$ cat src/rtl/sseg_spi_rx_if.sv
// Display-link bundle: serial lines from the driver plus the reassembled register image.
interface sseg_spi_rx_if;
   logic        sclk;
   logic        load;
   logic        sdi;
   logic [63:0] seg;
   logic [7:0]  decode_mode;
   logic [3:0]  intensity;
   logic [2:0]  scan_limit;
   logic        shutdown;
   logic        disp_test;
   logic        frame_valid;
   logic        frame_err;

   modport slave (
      input  sclk, load, sdi,
      output seg, decode_mode, intensity, scan_limit, shutdown, disp_test,
      output frame_valid, frame_err
   );

   modport master (
      output sclk, load, sdi,
      input  seg, decode_mode, intensity, scan_limit, shutdown, disp_test,
      input  frame_valid, frame_err
   );
endinterface

$ cat src/rtl/sseg_spi_rx.sv
// Seven-segment serial link receiver: 3-cycle sync+edge latency, no backpressure (sampling only).
// Define SSEG_RX_DECODE_EN to apply Code-B font on digits selected by decode_mode.
module sseg_spi_rx (
   input  logic            i_clk,
   input  logic            i_rst_n,
   sseg_spi_rx_if.slave    io_bus
);
   logic        r_sclk_s1, r_sclk_s2, r_sclk_d;
   logic        r_load_s1, r_load_s2, r_load_d;
   logic        r_sdi_s1, r_sdi_s2;
   logic [15:0] r_sr;
   logic [4:0]  r_bc;
   logic [7:0]  r_dig [8];
   logic [7:0]  r_decode_mode;
   logic [3:0]  r_intensity;
   logic [2:0]  r_scan_limit;
   logic        r_shutdown;
   logic        r_disp_test;
   logic        r_frame_valid;
   logic        r_frame_err;

   logic        w_sclk_rise, w_load_rise, w_shift, w_accept;
   logic [15:0] w_sr_nxt;
   logic [4:0]  w_bc_nxt;
   logic [3:0]  w_addr;
   logic [7:0]  w_data;
   logic [2:0]  w_dig_idx;
   logic [63:0] w_seg;

   always_ff @(posedge i_clk or negedge i_rst_n) begin
      if (!i_rst_n) begin
         r_sclk_s1 <= 1'b0; r_sclk_s2 <= 1'b0; r_sclk_d <= 1'b0;
         r_load_s1 <= 1'b0; r_load_s2 <= 1'b0; r_load_d <= 1'b0;
         r_sdi_s1  <= 1'b0; r_sdi_s2  <= 1'b0;
      end else begin
         r_sclk_s1 <= io_bus.sclk; r_sclk_s2 <= r_sclk_s1; r_sclk_d <= r_sclk_s2;
         r_load_s1 <= io_bus.load; r_load_s2 <= r_load_s1; r_load_d <= r_load_s2;
         r_sdi_s1  <= io_bus.sdi;  r_sdi_s2  <= r_sdi_s1;
      end
   end

   assign w_sclk_rise = r_sclk_s2 & ~r_sclk_d;
   assign w_load_rise = r_load_s2 & ~r_load_d;
   // A clock edge coincident with the load rise still counts toward this frame.
   assign w_shift     = w_sclk_rise & (~r_load_s2 | w_load_rise);
   assign w_sr_nxt    = w_shift ? {r_sr[14:0], r_sdi_s2} : r_sr;
   assign w_bc_nxt    = (w_shift && r_bc != 5'd31) ? r_bc + 5'd1 : r_bc;
   assign w_accept    = w_load_rise && (w_bc_nxt == 5'd16);
   assign w_addr      = w_sr_nxt[11:8];
   assign w_data      = w_sr_nxt[7:0];
   assign w_dig_idx   = 3'(w_addr - 4'd1);

   always_ff @(posedge i_clk or negedge i_rst_n) begin
      if (!i_rst_n) begin
         r_sr          <= '0;
         r_bc          <= '0;
         r_frame_valid <= 1'b0;
         r_frame_err   <= 1'b0;
         r_decode_mode <= '0;
         r_intensity   <= '0;
         r_scan_limit  <= '0;
         r_shutdown    <= 1'b1;
         r_disp_test   <= 1'b0;
         for (int i = 0; i < 8; i++) r_dig[i] <= '0;
      end else begin
         r_sr          <= w_sr_nxt;
         r_bc          <= w_load_rise ? 5'd0 : w_bc_nxt;
         r_frame_valid <= w_accept;
         r_frame_err   <= w_load_rise & ~w_accept;
         if (w_accept) begin
            case (w_addr)
               4'h1, 4'h2, 4'h3, 4'h4,
               4'h5, 4'h6, 4'h7, 4'h8: r_dig[w_dig_idx] <= w_data;
               4'h9:    r_decode_mode <= w_data;
               4'hA:    r_intensity   <= w_data[3:0];
               4'hB:    r_scan_limit  <= w_data[2:0];
               4'hC:    r_shutdown    <= ~w_data[0];
               4'hF:    r_disp_test   <= w_data[0];
               default: ;
            endcase
         end
      end
   end

`ifdef SSEG_RX_DECODE_EN
   function automatic logic [6:0] f_codeb(input logic [3:0] i_val);
      case (i_val)
         4'h0: f_codeb = 7'h7E;  4'h1: f_codeb = 7'h30;
         4'h2: f_codeb = 7'h6D;  4'h3: f_codeb = 7'h79;
         4'h4: f_codeb = 7'h33;  4'h5: f_codeb = 7'h5B;
         4'h6: f_codeb = 7'h5F;  4'h7: f_codeb = 7'h70;
         4'h8: f_codeb = 7'h7F;  4'h9: f_codeb = 7'h7B;
         4'hA: f_codeb = 7'h01;  4'hB: f_codeb = 7'h4F;
         4'hC: f_codeb = 7'h37;  4'hD: f_codeb = 7'h0E;
         4'hE: f_codeb = 7'h67;  default: f_codeb = 7'h00;
      endcase
   endfunction
`endif

   always_comb begin
      w_seg = '0;
      for (int n = 0; n < 8; n++) begin
`ifdef SSEG_RX_DECODE_EN
         if (r_decode_mode[n]) w_seg[8*n +: 8] = {r_dig[n][7], f_codeb(r_dig[n][3:0])};
         else                  w_seg[8*n +: 8] = r_dig[n];
`else
         w_seg[8*n +: 8] = r_dig[n];
`endif
         if (r_disp_test) w_seg[8*n +: 8] = 8'hFF;
      end
   end

   assign io_bus.seg         = w_seg;
   assign io_bus.decode_mode = r_decode_mode;
   assign io_bus.intensity   = r_intensity;
   assign io_bus.scan_limit  = r_scan_limit;
   assign io_bus.shutdown    = r_shutdown;
   assign io_bus.disp_test   = r_disp_test;
   assign io_bus.frame_valid = r_frame_valid;
   assign io_bus.frame_err   = r_frame_err;
endmodule
$ cat src/flat_wrapper.sv
// flat-port wrapper written by rule: the top's interface ports become plain ports
module sseg_spi_rx_flat 
  (i_clk, i_rst_n, io_bus_sclk, io_bus_load, io_bus_sdi, io_bus_seg, io_bus_decode_mode, io_bus_intensity, io_bus_scan_limit, io_bus_shutdown, io_bus_disp_test, io_bus_frame_valid, io_bus_frame_err);
  sseg_spi_rx_if io_bus_i ();
  input  logic i_clk;
  input  logic i_rst_n;
  input wire logic [$bits(io_bus_i.sclk)-1:0] io_bus_sclk;
  input wire logic [$bits(io_bus_i.load)-1:0] io_bus_load;
  input wire logic [$bits(io_bus_i.sdi)-1:0] io_bus_sdi;
  output wire logic [$bits(io_bus_i.seg)-1:0] io_bus_seg;
  output wire logic [$bits(io_bus_i.decode_mode)-1:0] io_bus_decode_mode;
  output wire logic [$bits(io_bus_i.intensity)-1:0] io_bus_intensity;
  output wire logic [$bits(io_bus_i.scan_limit)-1:0] io_bus_scan_limit;
  output wire logic [$bits(io_bus_i.shutdown)-1:0] io_bus_shutdown;
  output wire logic [$bits(io_bus_i.disp_test)-1:0] io_bus_disp_test;
  output wire logic [$bits(io_bus_i.frame_valid)-1:0] io_bus_frame_valid;
  output wire logic [$bits(io_bus_i.frame_err)-1:0] io_bus_frame_err;
  assign io_bus_i.sclk = io_bus_sclk;
  assign io_bus_i.load = io_bus_load;
  assign io_bus_i.sdi = io_bus_sdi;
  assign io_bus_seg = io_bus_i.seg;
  assign io_bus_decode_mode = io_bus_i.decode_mode;
  assign io_bus_intensity = io_bus_i.intensity;
  assign io_bus_scan_limit = io_bus_i.scan_limit;
  assign io_bus_shutdown = io_bus_i.shutdown;
  assign io_bus_disp_test = io_bus_i.disp_test;
  assign io_bus_frame_valid = io_bus_i.frame_valid;
  assign io_bus_frame_err = io_bus_i.frame_err;
  sseg_spi_rx u_core (.i_clk(i_clk), .i_rst_n(i_rst_n), .io_bus(io_bus_i));
endmodule
$ cat config.mk
export PLATFORM = sky130hd
export DESIGN_NAME = sseg_spi_rx_flat
export DESIGN_NICKNAME = d
export VERILOG_FILES = /design/src/rtl/sseg_spi_rx_if.sv /design/src/rtl/sseg_spi_rx.sv /design/src/flat_wrapper.sv
export SDC_FILE = /design/constraint.sdc
export NUM_CORES = 1
export LEC_CHECK = 0
export BUFFER_PORTS_ARGS = -buffer_cell sky130_fd_sc_hd__clkbuf_2
export CAP_MARGIN = 20
export CORE_MARGIN = 2
export CORE_UTILIZATION = 55
export CTS_CLUSTER_DIAMETER = 80
export DETAILED_ROUTE_END_ITERATION = 6
export PLACE_DENSITY = 0.79
export SLEW_MARGIN = 0
export SYNTH_ARGS = -nofsm -noshare
export SYNTH_HDL_FRONTEND = slang
export SYNTH_SLANG_ARGS = --single-unit
$ cat constraint.sdc
create_clock -name i_clk -period 3.67 [get_ports i_clk]
set_input_delay 0.1835 -clock i_clk [delete_from_list [all_inputs] [get_ports i_clk]]
set_output_delay 0.1835 -clock i_clk [all_outputs]
set_load 0.05 [all_outputs]
### After elaboration in Yosys (flattened, before gate mapping)

Index checks and enable logic that the tools add are counted.

* add/subtract/negate cells: 2
* $lt $le $gt $ge: 2
* equality and inequality tests: 15
* muxes and demuxes: 14
* bitwise logic cells: 11
* reduce and logical (&&, ||, !) cells: 10

Operator list (count)
* $mux W8: 9
* $bwmux W64: 1
* $demux W8 S3: 1
* $eq A4 B4 Y1 const B: 6
* $eq A4 B3 Y1 const B: 4
* $mux W12: 1
* $reduce_and A2 Y1: 6
* $mux W5: 2
* $eq A4 B2 Y1 const B: 2
* $reduce_or A8 Y1: 1
* $add A5 B1 Y5 const B: 1
* $eq A5 B5 Y1 const B: 1
* $ne A5 B5 Y1 const B: 1
* $not A1 Y1: 5
* $and A1 B1 Y1: 4
* $eq A4 B1 Y1 const B: 1
* $ge A4 B4 Y1 const B: 1
* $lt A4 B1 Y1 const B: 1
* $not A3 Y4: 1
* $logic_and A1 B1 Y1: 3
* $sub A3 B1 Y3 const B: 1
* $or A1 B1 Y1: 1

* bits in registers: 108
* input bits: 5
* logic and storage cells: 79

### Depth between registers and ports, before layout

* depth in word-level cells: 12
* gate-level depth with buffers: 10
* mapped depth without buffers: 9

### Worst setup path after synthesis

OpenSTA, ideal clock, no wires.

* kind: reg-to-reg
* start point: reg u_core.r_bc[0]
* end point: reg u_core.r_dig[12] (netlist bit)
* data arrival time: 2.510 ns
* required time: 3.545 ns
* path slack: 1.035 ns
* cell stages (with the launch flop): 11
* period minus slack after synthesis: 2.635 ns
* path through: dfrtp_1 -> ha_1 -> and3_1 -> ha_1 -> nand3b_1 -> nor4_1 -> a2bb2oi_1 -> nand2b_1 -> buf_4 -> nor3_4 -> mux2_2

* longest elaborated chain between the ends: 6
* elaborated cells on any way between the ends: 7

Ends and longest elaborated chain
* from (decl): line sseg_spi_rx.sv:12 `logic [4:0] r_bc;`
* from (signal assigned): line sseg_spi_rx.sv:67 `r_bc <= w_load_rise ? 5'd0 : w_bc_nxt;`
* branches (longest 2 deep; another with $add A5 B1 Y5)
* $mux W5 (*): line sseg_spi_rx.sv:47 `assign w_bc_nxt = (w_shift && r_bc != 5'd31) ? r_bc + 5'd1 : r_bc;`
* $eq A5 B5 Y1 (*): line sseg_spi_rx.sv:48 `assign w_accept = w_load_rise && (w_bc_nxt == 5'd16);`
* $logic_and A1 B1 Y1 (*): line sseg_spi_rx.sv:48
* $reduce_and A2 Y1 (no line) (*)
* to (signal, indexed assignment): line sseg_spi_rx.sv:73 `4'h5, 4'h6, 4'h7, 4'h8: r_dig[w_dig_idx] <= w_data;`
* to (decl): line sseg_spi_rx.sv:13 `logic [7:0] r_dig [8];`

Every way passes the cells marked *.
A chain may end at the register's enable or synchronous reset.

### Worst setup path in the final report

* start point: reg u_core.r_bc[0]
* end point: reg u_core.r_dig[59] (netlist bit)

Same word-level chain as after synthesis.

==> out/results.env <==
OUTCOME='finished clean'
CRIT_PATH_MAX_FANOUT=8
FINAL-SETUP-VIOL-COUNT=0
DIE_W_UM=96.8
SYNTH-WARNING-COUNT=0
FINALCRITICALPERIOD_NS=3.19
ANTENNA-DIODE-COUNT=0
TIMING.FINAL.HOLD_VIOLATIONS=0
POWER.DENSITY_nW_PER_UM2=439
YOSYSUNIQUECELLTYPES=40
HOLD_PATH.CLASS='in -> async'
TIGHTESTPINTRANSITION_NS=0.737
PORTBUFFERS=87
CTS_MAX_PATH_BUFFERS=2
PERIOD_SHARE_PCT=86.8
SLOWEST_LIBRARY_CELL_ON_THE_WORST_PATH='sky130_fd_sc_hd__a211oi_4'
DIE_HEIGHT_UM=96.8
SYNTH-ADDER-AREA-SHARE_PCT=0.529
CTS.ROOT.BUFFER_CELL='sky130_fd_sc_hd__clkbuf_8'
NETLIST_AREA_SQ_UM=4730
CRIT_ARRIVAL_NS=3.44
RELSLEWSLACK_PCT=50.9
SYN_NETS=365
AREA_GROWTH_SYN_TO_LAYOUT_PCT=16.0
MULTIPLEXER_FRACTION_OF_THE_SYNTHESIZED_CELL_AREA_PCT=21.6
FMAX_GHz=0.314
FINALNETCOUNT=455
AVGVIACOUNTPERCELL=5.48
WORST_PATH_LARGEST_CELL_DELAY_NS=0.54
YS_DOMINANT_REG_CELL='sky130_fd_sc_hd__dfrtp_1'
CORE_AREA_SQ_UM=8300
ANT_NETS=0
CRIT_TYPE='reg -> reg'
HTREEDEPTH=3
POST_CTS.RESIZED_INSTANCES=0
FLOORPLAN_DIE_AREA_SQ_UM=9360
FINAL-SEQ-AREA_SQ_UM=2700
SYNTH-COMPOUND-AREA-SHARE_PCT=4.55
FIN_TNS_SETUP_NS=0
POST-DP-HPWL_MM=6.76
CTS_SETUP_BUFFERS=0
TOTAL_OF_MAX_CAP_VIOLATIONS=0
FINAL_MAX_SLEW_VIOL_COUNT=0
CLKTRANSATPATHREGS_NS=0.11
CP-START-KIND='register'
TRITONCTS='yes'
NETLIST_INSTANCES=358
CPMOSTUSEDCELL='sky130_fd_sc_hd__ha_1'
GP_CONGESTION=0.846
CLKLATENCYLATEPIN_NS=0.38
POST-ROUTE-DRC-COUNT=0
TOT_PWR_mW=2.41
SETUP.REG_TO_REG.WORST_SLACK_NS=0.48
WORST_EP_REQUIRED_TIME_NS=3.93
HOLD_WS_NS=0.347
DR_WL_CELL_UM=18.2
YOSYS_REGISTER_BITS=108
GRT_START_MAX_NET_PINS=48
SYNTHARSTFLOPSHARE_PCT=100
FIN_WORST_SKEW_NS=0.0160
SETUP.WORST_PATH.END_CLASS='register'
RSZ0062_AT_GRT='false'
SYNTH_EDF_COUNT=0
SYNTHESIS.AREA_PER_INSTANCE_SQ_UM=13.2
CLOCK-SINKS=108
LAYOUT.FILLER_CELLS=633
VIA_COUNT=3055
IR_WORST_VDD_V=0.000227
IOPINCOUNT=88
FINAL_CORE_UTILIZATION_PCT=66.2
DETAIL_ROUTE.FIRST_PASS.ITERATIONS=4
CELLLEAKAGEPOWER_nW=3.10
POST_ROUTE_CELLS_DRIVE_ABOVE_1_SHARE_PCT=58.6
SYNTH_TOP_FAMILY_BY_AREA='multiplexers'
SYNTH_XOR_XNOR_AREA_SHARE_PCT=0.740
SYNTH.YOSYS.SEQ_AREA_SHARE_PCT=57.1
YOSYS.AREA_SHARE.SIMPLE_PCT=13.6
GRT_ANTENNA_BEFORE_REPAIR=0
GLOBAL_ROUTE.OVERFLOW_TOTAL=0
PLACEMENT_ROWS=33
DR.FIRST_ITER.DRC_COUNT=148
TRITONCTS.NUM_BUFFERS=9
INITIAL_CORE_UTIL_PCT=57.0
MULTI_INPUT_AREA_SQ_UM=1940
FINALWIRELENGTH_MM=10.1
PATH_CELLS='ha_1 -> and3_1 -> ha_1 -> nand3b_1 -> nor4_1 -> a2bb2oi_1 -> nand2b_1 -> a211oi_4 -> mux2_2'
GRT_USE_TOTAL_PCT=22.7
FIRST_GLOBAL_VIAS=3147
GLOBAL_ROUTE_WIRE_LENGTH_BEFORE_REPAIR_MM=16.8
metrics by stage:
step | area, sq um | std cells | setup slack, ns
detailed placement | 5270 | 538 | 0.540
global route | 5490 | 557 | 0.289
finish | 5490 | 557 | 0.484
global placement | 5270 | 538 | 0.674
CTS | 5490 | 557 | 0.463
floorplan | 4730 | 358 | 1.04
where the power goes:
part	switching, mW	internal, mW	total [mW]
logic	0.292	0.106	0.398
registers	0.0740	1.25	1.32
clock network	0.429	0.258	0.686
cell type report:
type	instances	share of cell area (%)
tap	105	2.39
clock inverter	6	1.07
inverter	6	0.410
clock buffer	9	2.26
multi-input combinational	228	35.4
sequential	108	49.2
timing repair buffer	95	9.25
cell usage after synthesis (2+ instances only):
| cell | n | share of area (%) |
|---|---|---|
| sky130_fd_sc_hd__xor2_1 | 2 | 0.37 |
| sky130_fd_sc_hd__nand3b_1 | 2 | 0.32 |
| sky130_fd_sc_hd__clkbuf_1 | 13 | 1.0 |
| sky130_fd_sc_hd__mux2i_1 | 3 | 0.63 |
| sky130_fd_sc_hd__nor4_1 | 3 | 0.40 |
| sky130_fd_sc_hd__mux2_2 | 84 | 20 |
| sky130_fd_sc_hd__and2_1 | 2 | 0.26 |
| sky130_fd_sc_hd__o2111ai_1 | 2 | 0.37 |
| sky130_fd_sc_hd__ha_1 | 2 | 0.53 |
| sky130_fd_sc_hd__o22ai_1 | 2 | 0.26 |
| sky130_fd_sc_hd__dfrtp_1 | 107 | 57 |
| sky130_fd_sc_hd__nor3_2 | 2 | 0.42 |
| sky130_fd_sc_hd__mux2_1 | 4 | 0.95 |
| sky130_fd_sc_hd__nand2_1 | 15 | 1.2 |
| sky130_fd_sc_hd__o21ai_0 | 3 | 0.32 |
| sky130_fd_sc_hd__nor2_1 | 9 | 0.71 |
| sky130_fd_sc_hd__xnor2_1 | 2 | 0.37 |
| sky130_fd_sc_hd__nand2b_1 | 3 | 0.40 |
| sky130_fd_sc_hd__inv_1 | 6 | 0.48 |
| sky130_fd_sc_hd__or2_2 | 64 | 8.5 |
| sky130_fd_sc_hd__nor3_1 | 2 | 0.21 |
| sky130_fd_sc_hd__nand3_1 | 2 | 0.21 |
| sky130_fd_sc_hd__a211oi_4 | 3 | 1.3 |
| sky130_fd_sc_hd__o22a_1 | 5 | 0.93 |
registers in the layout, indices dropped and copies added (netlist names), 3 cells and up:
| signal | count |
|---|---|
| u_core.io_bus.decode_mode | 8 |
| u_core.io_bus.intensity | 4 |
| u_core.io_bus.scan_limit | 3 |
| u_core.r_bc | 5 |
| u_core.r_dig | 64 |
| u_core.r_sr | 12 |
timing repair:
item,4_1_cts,5_1_grt
endpoints found under the hold margin,47,0
hold buffers,4,0
setup endpoints to repair,0,0
cells by family (layout without fill, tap and decap cells):
group / count (synthesis) / after routing
simple gates: 109 / 109
flops: 108 / 108
buf+inv: 22 / 116
compound gates: 22 / 22
mux: 91 / 91
fa+ha+maj: 2 / 2
xor+xnor: 4 / 4
final timing paths:
path | end | cells past startpoint | from
max | u_core.r_dig[59]$_DFFE_PN0P_ | 9 | u_core.r_bc[0]$_DFF_PN0_
max reg2reg | u_core.r_dig[59]$_DFFE_PN0P_ | 9 | u_core.r_bc[0]$_DFF_PN0_
min reg2reg | u_core.r_sdi_s2$_DFF_PN0_ | 0 | u_core.r_sdi_s1$_DFF_PN0_
min | u_core.io_bus.intensity[2]$_DFFE_PN0P_ | 2 | i_rst_n
min in group i_clk | u_core.r_sdi_s2$_DFF_PN0_ | 0 | u_core.r_sdi_s1$_DFF_PN0_
max in group asynchronous | u_core.r_dig[40]$_DFFE_PN0P_ | 3 | i_rst_n
critical path, delay by kind of cell (launching register included):
family	cells	cell delay, ns
AO/OA/AOI/OAI	2	0.73
adder cells (fa/ha/maj)	2	0.58
flip-flops	1	0.47
multiplexers	1	0.40
AND/OR/NAND/NOR	4	0.90
metal layers:
metal | vias to the layer above | track usage [%] | wire length [um]
li1 | 1411 | - | -
met1 | 1568 | 31.2 | 4630
met2 | 66 | 36.6 | 4920
met3 | 10 | 6.21 | 465
met4 | 0 | 4.88 | 125
met5 | - | 0 | 0
cells in the final DEF, fill, tap and decap left out, drive strengths merged, types with 3 or more instances in the layout:
cell type      n
dfrtp        107
clkbuf        95
mux2          88
or2           64
nand2         15
nor2           9
inv            9
o22a           5
buf            5
nor3           5
dlygate4sd3    4
o21ai          4
nor4           4
a211oi         4
nand2b         3
mux2i          3
(Power assumes the default switching activity.)
